[src/rtl/ppi_pkg.sv]
// rtl/ppi_pkg.sv - shared widths and receiver state type for the PPI receive path
package ppi_pkg;

    localparam int PPI_W = 16;
    localparam int CHK_W = 16;

    typedef enum logic {
        IDLE = 1'b0,
        RECV = 1'b1
    } rx_state_e;

endpackage

[src/rtl/ppi_rx_if.sv]
// rtl/ppi_rx_if.sv - buffered word stream leaving the PPI receiver (valid/ready with last marker)
interface ppi_rx_if;

    logic [ppi_pkg::PPI_W-1:0] out_data;
    logic                      out_valid;
    logic                      out_last;
    logic                      out_ready;

    modport master (
        output out_data,
        output out_valid,
        output out_last,
        input  out_ready
    );

    modport slave (
        input  out_data,
        input  out_valid,
        input  out_last,
        output out_ready
    );

endinterface

[src/rtl/ppi_rx_fifo.sv]
// rtl/ppi_rx_fifo.sv - first-word-fall-through buffer; a push into a full buffer only lands if a pop frees a slot
module ppi_rx_fifo #(
    parameter int W     = 17,
    parameter int DEPTH = 8
) (
    input  logic         clk,
    input  logic         rst,
    input  logic         push,
    input  logic [W-1:0] wdata,
    input  logic         pop_req,
    output logic [W-1:0] rdata,
    output logic         valid,
    output logic         drop
);

    localparam int AW = $clog2(DEPTH);
    localparam int CW = AW + 1;

    logic [AW-1:0] wr_ptr_q, wr_ptr_d;
    logic [AW-1:0] rd_ptr_q, rd_ptr_d;
    logic [CW-1:0] count_q, count_d;
    logic [W-1:0]  mem [DEPTH];

    logic full;
    logic pop;
    logic wr_en;

    assign valid = (count_q != '0);
    assign full  = (count_q == CW'(DEPTH));
    // An empty buffer never pops, so a same-cycle push simply appears next cycle.
    assign pop   = pop_req && valid;
    assign wr_en = push && (!full || pop);
    assign drop  = push && full && !pop;
    assign rdata = valid ? mem[rd_ptr_q] : '0;

    always_comb begin
        wr_ptr_d = wr_ptr_q;
        rd_ptr_d = rd_ptr_q;
        count_d  = count_q;
        if (wr_en) begin
            wr_ptr_d = wr_ptr_q + AW'(1);
        end
        if (pop) begin
            rd_ptr_d = rd_ptr_q + AW'(1);
        end
        case ({wr_en, pop})
            2'b10:   count_d = count_q + CW'(1);
            2'b01:   count_d = count_q - CW'(1);
            default: count_d = count_q;
        endcase
    end

    always_ff @(posedge clk or posedge rst) begin
        if (rst) begin
            wr_ptr_q <= '0;
            rd_ptr_q <= '0;
            count_q  <= '0;
        end else begin
            wr_ptr_q <= wr_ptr_d;
            rd_ptr_q <= rd_ptr_d;
            count_q  <= count_d;
        end
    end

    always_ff @(posedge clk) begin
        if (wr_en) begin
            mem[wr_ptr_q] <= wdata;
        end
    end

endmodule

[src/rtl/ppi_rx.sv]
// rtl/ppi_rx.sv - PPI frame receiver feeding a buffered word stream
// Optional trailing checksum word per frame is enabled by defining PPI_RX_CHECKSUM_EN.
module ppi_rx
    import ppi_pkg::*;
#(
    parameter int FRAME_LEN  = 16,
    parameter int FIFO_DEPTH = 8
) (
    input  logic             clk,
    input  logic             rst,
    input  logic             ppi_FS,
    input  logic [PPI_W-1:0] ppi_data,
    input  logic             err_clr,
    ppi_rx_if.master         out,
    output logic             frame_done,
    output logic             frame_err,
    output logic             overflow,
    output logic             chk_err
);

    localparam int CW = $clog2(FRAME_LEN + 1);
`ifdef PPI_RX_CHECKSUM_EN
    localparam int LAST_IDX = FRAME_LEN;
`else
    localparam int LAST_IDX = FRAME_LEN - 1;
`endif

    rx_state_e      state_q, state_d;
    logic [CW-1:0]  cnt_q, cnt_d;
    logic           frame_done_q, frame_done_d;
    logic           frame_err_q, frame_err_d;
    logic           overflow_q, overflow_d;

    logic           capture;
    logic           restart;
    logic [CW-1:0]  word_idx;
    logic           is_final;
    logic           push;
    logic           is_last;
    logic           drop;
    logic [PPI_W:0] fifo_rdata;

    always_comb begin
        state_d  = state_q;
        cnt_d    = cnt_q;
        capture  = 1'b0;
        restart  = 1'b0;
        word_idx = cnt_q;
        // A sync pulse always starts a fresh frame, even in the middle of one.
        if (ppi_FS) begin
            capture  = 1'b1;
            word_idx = '0;
            restart  = (state_q == RECV);
        end else if (state_q == RECV) begin
            capture = 1'b1;
        end
        is_final = capture && (word_idx == CW'(LAST_IDX));
        push     = capture && (word_idx < CW'(FRAME_LEN));
        is_last  = push && (word_idx == CW'(FRAME_LEN - 1));
        if (capture) begin
            if (is_final) begin
                state_d = IDLE;
                cnt_d   = '0;
            end else begin
                state_d = RECV;
                cnt_d   = word_idx + CW'(1);
            end
        end
        frame_done_d = is_final;
        frame_err_d  = restart ? 1'b1 : (err_clr ? 1'b0 : frame_err_q);
        overflow_d   = drop    ? 1'b1 : (err_clr ? 1'b0 : overflow_q);
    end

    always_ff @(posedge clk or posedge rst) begin
        if (rst) begin
            state_q      <= IDLE;
            cnt_q        <= '0;
            frame_done_q <= 1'b0;
            frame_err_q  <= 1'b0;
            overflow_q   <= 1'b0;
        end else begin
            state_q      <= state_d;
            cnt_q        <= cnt_d;
            frame_done_q <= frame_done_d;
            frame_err_q  <= frame_err_d;
            overflow_q   <= overflow_d;
        end
    end

`ifdef PPI_RX_CHECKSUM_EN
    logic [CHK_W-1:0] sum_q, sum_d;
    logic             chk_err_q, chk_err_d;

    always_comb begin
        sum_d     = sum_q;
        chk_err_d = 1'b0;
        if (capture) begin
            if (word_idx == '0) begin
                sum_d = ppi_data;
            end else if (push) begin
                sum_d = sum_q + ppi_data;
            end else begin
                chk_err_d = (ppi_data != sum_q);
            end
        end
    end

    always_ff @(posedge clk or posedge rst) begin
        if (rst) begin
            sum_q     <= '0;
            chk_err_q <= 1'b0;
        end else begin
            sum_q     <= sum_d;
            chk_err_q <= chk_err_d;
        end
    end

    assign chk_err = chk_err_q;
`else
    assign chk_err = 1'b0;
`endif

    ppi_rx_fifo #(
        .W     (PPI_W + 1),
        .DEPTH (FIFO_DEPTH)
    ) u_fifo (
        .clk     (clk),
        .rst     (rst),
        .push    (push),
        .wdata   ({is_last, ppi_data}),
        .pop_req (out.out_ready),
        .rdata   (fifo_rdata),
        .valid   (out.out_valid),
        .drop    (drop)
    );

    assign out.out_data = fifo_rdata[PPI_W-1:0];
    assign out.out_last = fifo_rdata[PPI_W];
    assign frame_done   = frame_done_q;
    assign frame_err    = frame_err_q;
    assign overflow     = overflow_q;

endmodule

[src/flat_wrapper.sv]
// flat-port wrapper written by rule: the top's interface ports become plain ports
module ppi_rx_flat import ppi_pkg::*;
#(
    parameter int FRAME_LEN  = 16,
    parameter int FIFO_DEPTH = 8
)
  (clk, rst, ppi_FS, ppi_data, err_clr, frame_done, frame_err, overflow, chk_err, out_out_data, out_out_valid, out_out_last, out_out_ready);
  ppi_rx_if out_i ();
  input  logic clk;
  input  logic rst;
  input  logic ppi_FS;
  input  logic [PPI_W-1:0] ppi_data;
  input  logic err_clr;
  output logic frame_done;
  output logic frame_err;
  output logic overflow;
  output logic chk_err;
  output wire logic [$bits(out_i.out_data)-1:0] out_out_data;
  output wire logic [$bits(out_i.out_valid)-1:0] out_out_valid;
  output wire logic [$bits(out_i.out_last)-1:0] out_out_last;
  input wire logic [$bits(out_i.out_ready)-1:0] out_out_ready;
  assign out_out_data = out_i.out_data;
  assign out_out_valid = out_i.out_valid;
  assign out_out_last = out_i.out_last;
  assign out_i.out_ready = out_out_ready;
  ppi_rx #(.FRAME_LEN(FRAME_LEN), .FIFO_DEPTH(FIFO_DEPTH)) u_core (.clk(clk), .rst(rst), .ppi_FS(ppi_FS), .ppi_data(ppi_data), .err_clr(err_clr), .out(out_i), .frame_done(frame_done), .frame_err(frame_err), .overflow(overflow), .chk_err(chk_err));
endmodule
[config.mk]
export PLATFORM = sky130hd
export DESIGN_NAME = ppi_rx_flat
export DESIGN_NICKNAME = d
export VERILOG_FILES = /design/src/rtl/ppi_pkg.sv /design/src/rtl/ppi_rx_if.sv /design/src/rtl/ppi_rx_fifo.sv /design/src/rtl/ppi_rx.sv /design/src/flat_wrapper.sv
export SDC_FILE = /design/constraint.sdc
export NUM_CORES = 1
export LEC_CHECK = 0
export BUFFER_PORTS_ARGS = -buffer_cell sky130_fd_sc_hd__buf_2
export CORE_UTILIZATION = 45
export DETAILED_ROUTE_END_ITERATION = 8
export PLACE_DENSITY_LB_ADDON = 0.3
export SKIP_CTS_REPAIR_TIMING = 1
export SYNTH_ARGS = -nofsm -noshare
export SYNTH_HDL_FRONTEND = slang
export SYNTH_SLANG_ARGS = --single-unit
export TNS_END_PERCENT = 100
[constraint.sdc]
create_clock -name clk -period 4.2 [get_ports clk]
set_clock_uncertainty 0.15 [all_clocks]
set_input_delay 0.84 -clock clk [delete_from_list [all_inputs] [get_ports clk]]
set_output_delay 0.84 -clock clk [all_outputs]
set_load 0.01 [all_outputs]
# --- After elaboration in Yosys (flattened, before gate mapping) ---
# Memory sizes are Yosys's and may differ from the RTL's.
# Cells that the tools add are included.
totals:
  register_bits: 19
  ramBits: 136
  input_bits: 21
  word_cells: 46
  memories: 1
mem_list:
  columns: ["name", "words", "width", "rd", "rd_ports_with_merged_regs", "write_ports", "line_no", "source"]
  rows:
  - ["u_core.u_fifo.mem", 8, 17, 1, 0, 1, "ppi_rx_fifo.sv:22", "logic [W-1:0] mem [DEPTH];"]
op_classes:
  addsub: 5
  magnitude_cmp: 1
  n_eq_ne: 4
  n_mux: 13
  n_reduce_logical: 14
ops:
  columns: ["cell", "n"]
  rows:
  - ["$mux W17", 1]
  - ["$mux W5", 2]
  - ["$mux W1", 9]
  - ["$pmux W4 S2", 1]
  - ["$logic_and A1 B1 Y1", 7]
  - ["$add A3 B1 Y3 const B", 2]
  - ["$reduce_bool A2 Y1", 3]
  - ["$add A5 B1 Y5 const B", 1]
  - ["$eq A5 B4 Y1 const B", 1]
  - ["$lt A5 B5 Y1 const B", 1]
  - ["$add A4 B1 Y4 const B", 1]
  - ["$eq A4 B4 Y1 const B", 1]
  - ["$reduce_bool A4 Y1", 1]
  - ["$sub A4 B1 Y4 const B", 1]
  - ["$eq A2 B1 Y1 const B", 1]
  - ["$eq A2 B2 Y1 const B", 1]
  - ["$logic_not A1 Y1", 2]
  - ["$logic_or A1 B1 Y1", 1]

# --- Depth between registers and ports, before layout ---
logic_depth:
  depth_word: 6
  ltp_mapped: 8
  ltp_nobuf: 7

# --- Cells and area by module ---
# From an unflattened synthesis, not the netlist that was laid out.
unflattened:
  cells_unflattened: 396
  area_unflattened_um2: 6339.8
by_module_without_submodules:
  columns: ["module", "n_inst", "cells_per_inst", "area_per_inst_um2", "seq_area_each_um2"]
  rows:
  - ["ppi_rx_fifo", 1, 354, 5920.7, 4334.2]
  - ["ppi_rx", 1, 42, 419.2, 225.2]

# --- Least setup slack after synthesis ---
# No wires, ideal clock.
synth_timing:
  path_type: "input to register"
  startpoint: "in ppi_FS"
  endpoint: "mem u_core.u_fifo.mem[0][0] (enable)"
  setup_time_ns: 0.435
  arrival_ns: 3.020
  slack_ns: 0.596
  stages: 3
  path_buffers: 1
  path_cell_list: "clkbuf_1 o21ai_0 nor4_1"
synth_between:
  elab_chain_len: 6
  word_cells_on_any_way: 7
synth_lines:
  columns: ["item", "line_no", "source"]
  rows:
  - ["start: declaration", "flat_wrapper.sv:11", "input logic ppi_FS;"]
  - ["$mux W5", "ppi_rx.sv:50", "if (ppi_FS) begin"]
  - ["$lt A5 B5 Y1", "ppi_rx.sv:58", "push = capture && (word_idx < CW'(FRAME_LEN));"]
  - ["$logic_and A1 B1 Y1 *", "ppi_rx.sv:58", null]
  - ["$logic_and A1 B1 Y1 *", "ppi_rx_fifo.sv:32", "assign wr_en = push && (!full || pop);"]
  - ["$mux W1 *", "ppi_rx_fifo.sv:66", "if (wr_en) begin"]
  - ["$mux W1 (not written as such) *", "ppi_rx_fifo.sv:67", "mem[wr_ptr_q] <= wdata;"]
  - ["end: declaration", "ppi_rx_fifo.sv:22", null]
# Mark *: on every way between the ends. The rest lies on a longest branch, timed or not.

# --- Worst setup path after layout ---
layout_timing:
  startpoint: "reg u_core.u_fifo.count_q[0]"
  endpoint: "out out_out_valid"
layout_between:
  elab_chain_len: 1
layout_lines:
  columns: ["item", "line_no", "source"]
  rows:
  - ["start: declaration", "ppi_rx_fifo.sv:21", "logic [CW-1:0] count_q, count_d;"]
  - ["start signal: assignment", "ppi_rx_fifo.sv:61", "count_q <= count_d;"]
  - ["$reduce_bool A4 Y1", "ppi_rx_fifo.sv:28", "assign valid = (count_q != '0);"]
  - ["end: declaration", "flat_wrapper.sv:19", "output wire logic [$bits(out_i.out_valid)-1:0] out_out_valid;"]
# No other way between the ends.

==> reports/results.md <==
| Step | Parameter | Value |
|:---|:---|:---|
| run status | Status | finished, final reports clean |
| critical path | Type of the worst setup path | flip-flop to output port |
| critical path | CP arrival | 2.25 ns |
| critical path | Worst reg-to-reg path cell count | 5 |
| place | GPL Wtd Cong | 0.6966 |
| critical path | Slowest stage cell on the critical path | nor4_4 |
| routing | Final routed DRC violation total | 0 |
| critical path | Critical R2R Capture | u_core.u_fifo.mem[1][12] |
| die | Floorplan die area | 14350 sq um |
| cts | Number of buffers added by the clock tree synthesis step | 17 |
| power and ir drop | Peak VDD IR | 0.0005911 V |
| timing | Count of endpoints failing hold in the final timing report | 0 |
| critical path | Maximum fanout along the worst path | 10 |
| routing | Detailed Route Iter0 Violations | 181 |
| die | Die Y-Extent | 119.8 um |
| critical path | Total buffers and inverters traversed by the critical path | 3 |
| synth | Synthesized instance count | 323 |
| critical path | CP Depth | 4 |
| place | Count of buffers inserted at the top-level ports | 41 |
| grt | Largest net degree at the start of global routing | 34 |
| min path | Endpoint with the worst hold slack | u_core.overflow |
| layout | Most common library cell in the layout ignoring fill and taps | edfxtp_1 |
| power and ir drop | Post-layout total power | 5412 uW |
| routing | DRT antenna net count | 0 |
| critical path | Stage delay of the slowest cell on the critical path | 0.76 ns |
| timing | Time the worst path needs with I/O delays and setup | 3.238 ns |
| timing | RSZ-0062 raised after global routing | no |
| die | Core region area | 13400 sq um |
| routing | Total wirelength of the detailed-routed design | 11310 um |
| cts | Maximum clock insertion buffer count | 2 |
| grt | Global-route wire length before repair | 17630 um |
| routing | Drt pass-1 iters | 4 |
| layout | Area Overhead vs Synth | 16.53% |
| die | Die extent in x | 119.8 um |
| timing | Tightest Pin Transition | 0.8208 ns |
| synth | Number of storage elements in the synthesis netlist | 155 |
| critical path | Crit-path leading delay family | simple AND/OR/NAND/NOR gates |
| synth | Count of synthesis-stage warnings from yosys | 0 |
| layout | Layout cell share with drive strength beyond 1 | 33.50% |
| layout | Nets | 406 |
| grt | GRT Overall Usage | 17.29% |
| timing | Post-route fraction of the period consumed by the critical path | 77.10% |
| layout | Top library cells by usage in the layout, fill and taps aside | edfxtp_1, buf_2, mux4_2 |
| cts | Clock tree from TritonCTS | built |
| die | Effective utilization at floorplan | 46.60% |
| cts | Post-CTS clock slew at the launch and capture registers of the worst setup and hold paths | 0.06 ns |
| power and ir drop | Total power per unit cell area | 743.7 nW/um^2 |
| timing | Count of pins over their slew limit | 0 |
| place | Cell Area, Placed | 6710 sq um |
| die | Number of I/O pins | 43 |
| grt | Congestion Overflow GR | 0 |
| grt | Number of antenna violations at the first check in global routing | 1 |
| layout | Cell Count, Final, Fillers Out | 571 |
| routing | Average detailed-routed wire length per instance | 19.80 um |
| die | # rows | 42 |
| synth | Post-synth cell types | 43 |
| synth | Part of the Yosys area used for sequential elements | 73.01% |
| routing | Detail-routed via count per cell | 5.352 |
| timing | Final-layout setup total negative slack | 0 ns |
| critical path | Reg2reg setup slack | 1.88 ns |
| timing | Number of endpoints failing setup at the final stage | 0 |
| synth | Average size of a mapped cell | 19.33 sq um |
| critical path | Worst endpoint required time | 3.21 ns |
| power and ir drop | Leakage power | 0.002616 uW |
| cts | Clk_lat worst skew | 0.42 ns |
| min path | Source of the worst hold timing path | u_core.overflow |
| run | Max Cap Viol | 0 |
| layout | Finished Cell Area | 7277 sq um |
| cts | Clock sink count | 155 |
| place | Instance count after placement with tap cells included | 538 |
| synth | Share of flip-flops with an asynchronous set or reset after synthesis | 12.26% |
| routing | Count of vias placed by the detailed router | 3056 |
| timing | Peak clock frequency supported by timing | 308.8 MHz |
| synth | Area of the mapped netlist | 6245 sq um |
| place | HPWL after DPL | 6921 um |
| timing | Slew HR | 44.86% |
| cts | CTS H-Tree Depth | 4 |
| grt | Number of global-route vias before repair | 3206 |
| critical path | Crit-path cells | nor4_4 > buf_4 > inv_1 > buf_2 |
| synth | Post-synth top flop | edfxtp_1 |
| critical path | Setup crit start kind | flip-flop |
| synth | Number of flops mapped to enable cells by yosys | 136 |
| critical path | Worst flop-to-flop path startpoint | u_core.state_q |
| synth | Syn nets | 348 |
| min path | Hold depth | 2 |
| critical path | Type of element capturing the critical path | output port |
| min path | Worst min-delay path category | flip-flop to flip-flop |
| cts | Root buf cell | clkbuf_16 |
per-stage QoR:
stage	util [%]	hold WS, ns	setup WS (ns)
after floorplan	-	0.3651	0.5959
final	54.30	0.3826	0.9618
after global routing	54.29	0.3992	0.8413
after global placement	50.07	0.3607	1.347
after detailed placement	50.07	0.3763	1.343
after CTS	54.29	0.3837	0.8952
state kept, by name, indices dropped and copies added (netlist names):
name,cells
u_core.u_fifo.wr_ptr_q,3
u_core.u_fifo.rd_ptr_q,3
u_core.state_q,1
u_core.u_fifo.count_q,4
u_core.frame_done,1
u_core.u_fifo.mem,136
u_core.cnt_q,5
u_core.frame_err,1
u_core.overflow,1
per-layer routing:
layer	part of all wire, %	GRT usage [%]	vias up
met5	0.11	0	-
met4	1.4	7.109	2
met3	3.9	4.800	15
met2	51	28.43	58
met1	43	21.65	1580
li1	-	-	1401
area by class of cell:
class / count / area [sq um]
Fill cell: 1058 / 6123
Sequential cell: 155 / 4561
Multi-Input combinational cell: 141 / 1574
Clock buffer: 18 / 429.2
Timing Repair Buffer: 56 / 317.8
Tap cell: 176 / 220.2
Clock inverter: 14 / 135.1
Inverter: 10 / 37.54
Antenna cell: 1 / 2.502
cell usage after synthesis, drive strengths merged (3+ instances only):
library cell | n | share of area, %
a21oi | 4 | 0.38
buf | 11 | 1.2
clkbuf | 6 | 0.40
dfrtp | 19 | 7.6
edfxtp | 136 | 65
ha | 4 | 0.80
inv | 10 | 0.60
mux2 | 3 | 0.54
mux2i | 20 | 3.2
mux4 | 34 | 12
nand2 | 6 | 0.36
nor2 | 27 | 1.6
nor2b | 3 | 0.30
nor3 | 8 | 0.72
o21ai | 4 | 0.32
xnor2 | 4 | 0.56
xor2 | 3 | 0.42
how the worst max path moves through the flow:
stage / start / end / slack (ns)
floorplan: ppi_FS / u_core.u_fifo.mem[0][0] / 0.60
global placement: u_core.u_fifo.count_q[0] / out_out_valid / 1.35
detailed placement: ppi_FS / u_core.u_fifo.mem[5][16] / 1.34
CTS: u_core.u_fifo.count_q[0] / out_out_valid / 0.90
global route: u_core.u_fifo.count_q[0] / out_out_valid / 0.84
finish: u_core.u_fifo.count_q[0] / out_out_valid / 0.96
logic make-up after synthesis:
| kind of cell | after synthesis | synth area share (%) |
|---|---|---|
| AOI/OAI and AO/OA | 18 | 2.585 |
| xor gates and xnor gates | 7 | 0.9818 |
| adders and majority gates | 4 | 0.8015 |
| buffers and inverters | 27 | 2.204 |
| DFF | 155 | 73.01 |
| muxes | 57 | 16.01 |
| other | 1 | 0.06005 |
| and+or+nand+nor | 54 | 4.348 |
worst min-delay path: stages, from the launching register on:
cell	delay (ns)
dfrtp_1	0.37
inv_1	0.05
o22ai_1	0.07
report_power, final:
part	switching, uW	internal (uW)
sequential	186	2130
clock	614	827
combinational	893	767
total	1690	3720
(Power assumes the default switching activity.)
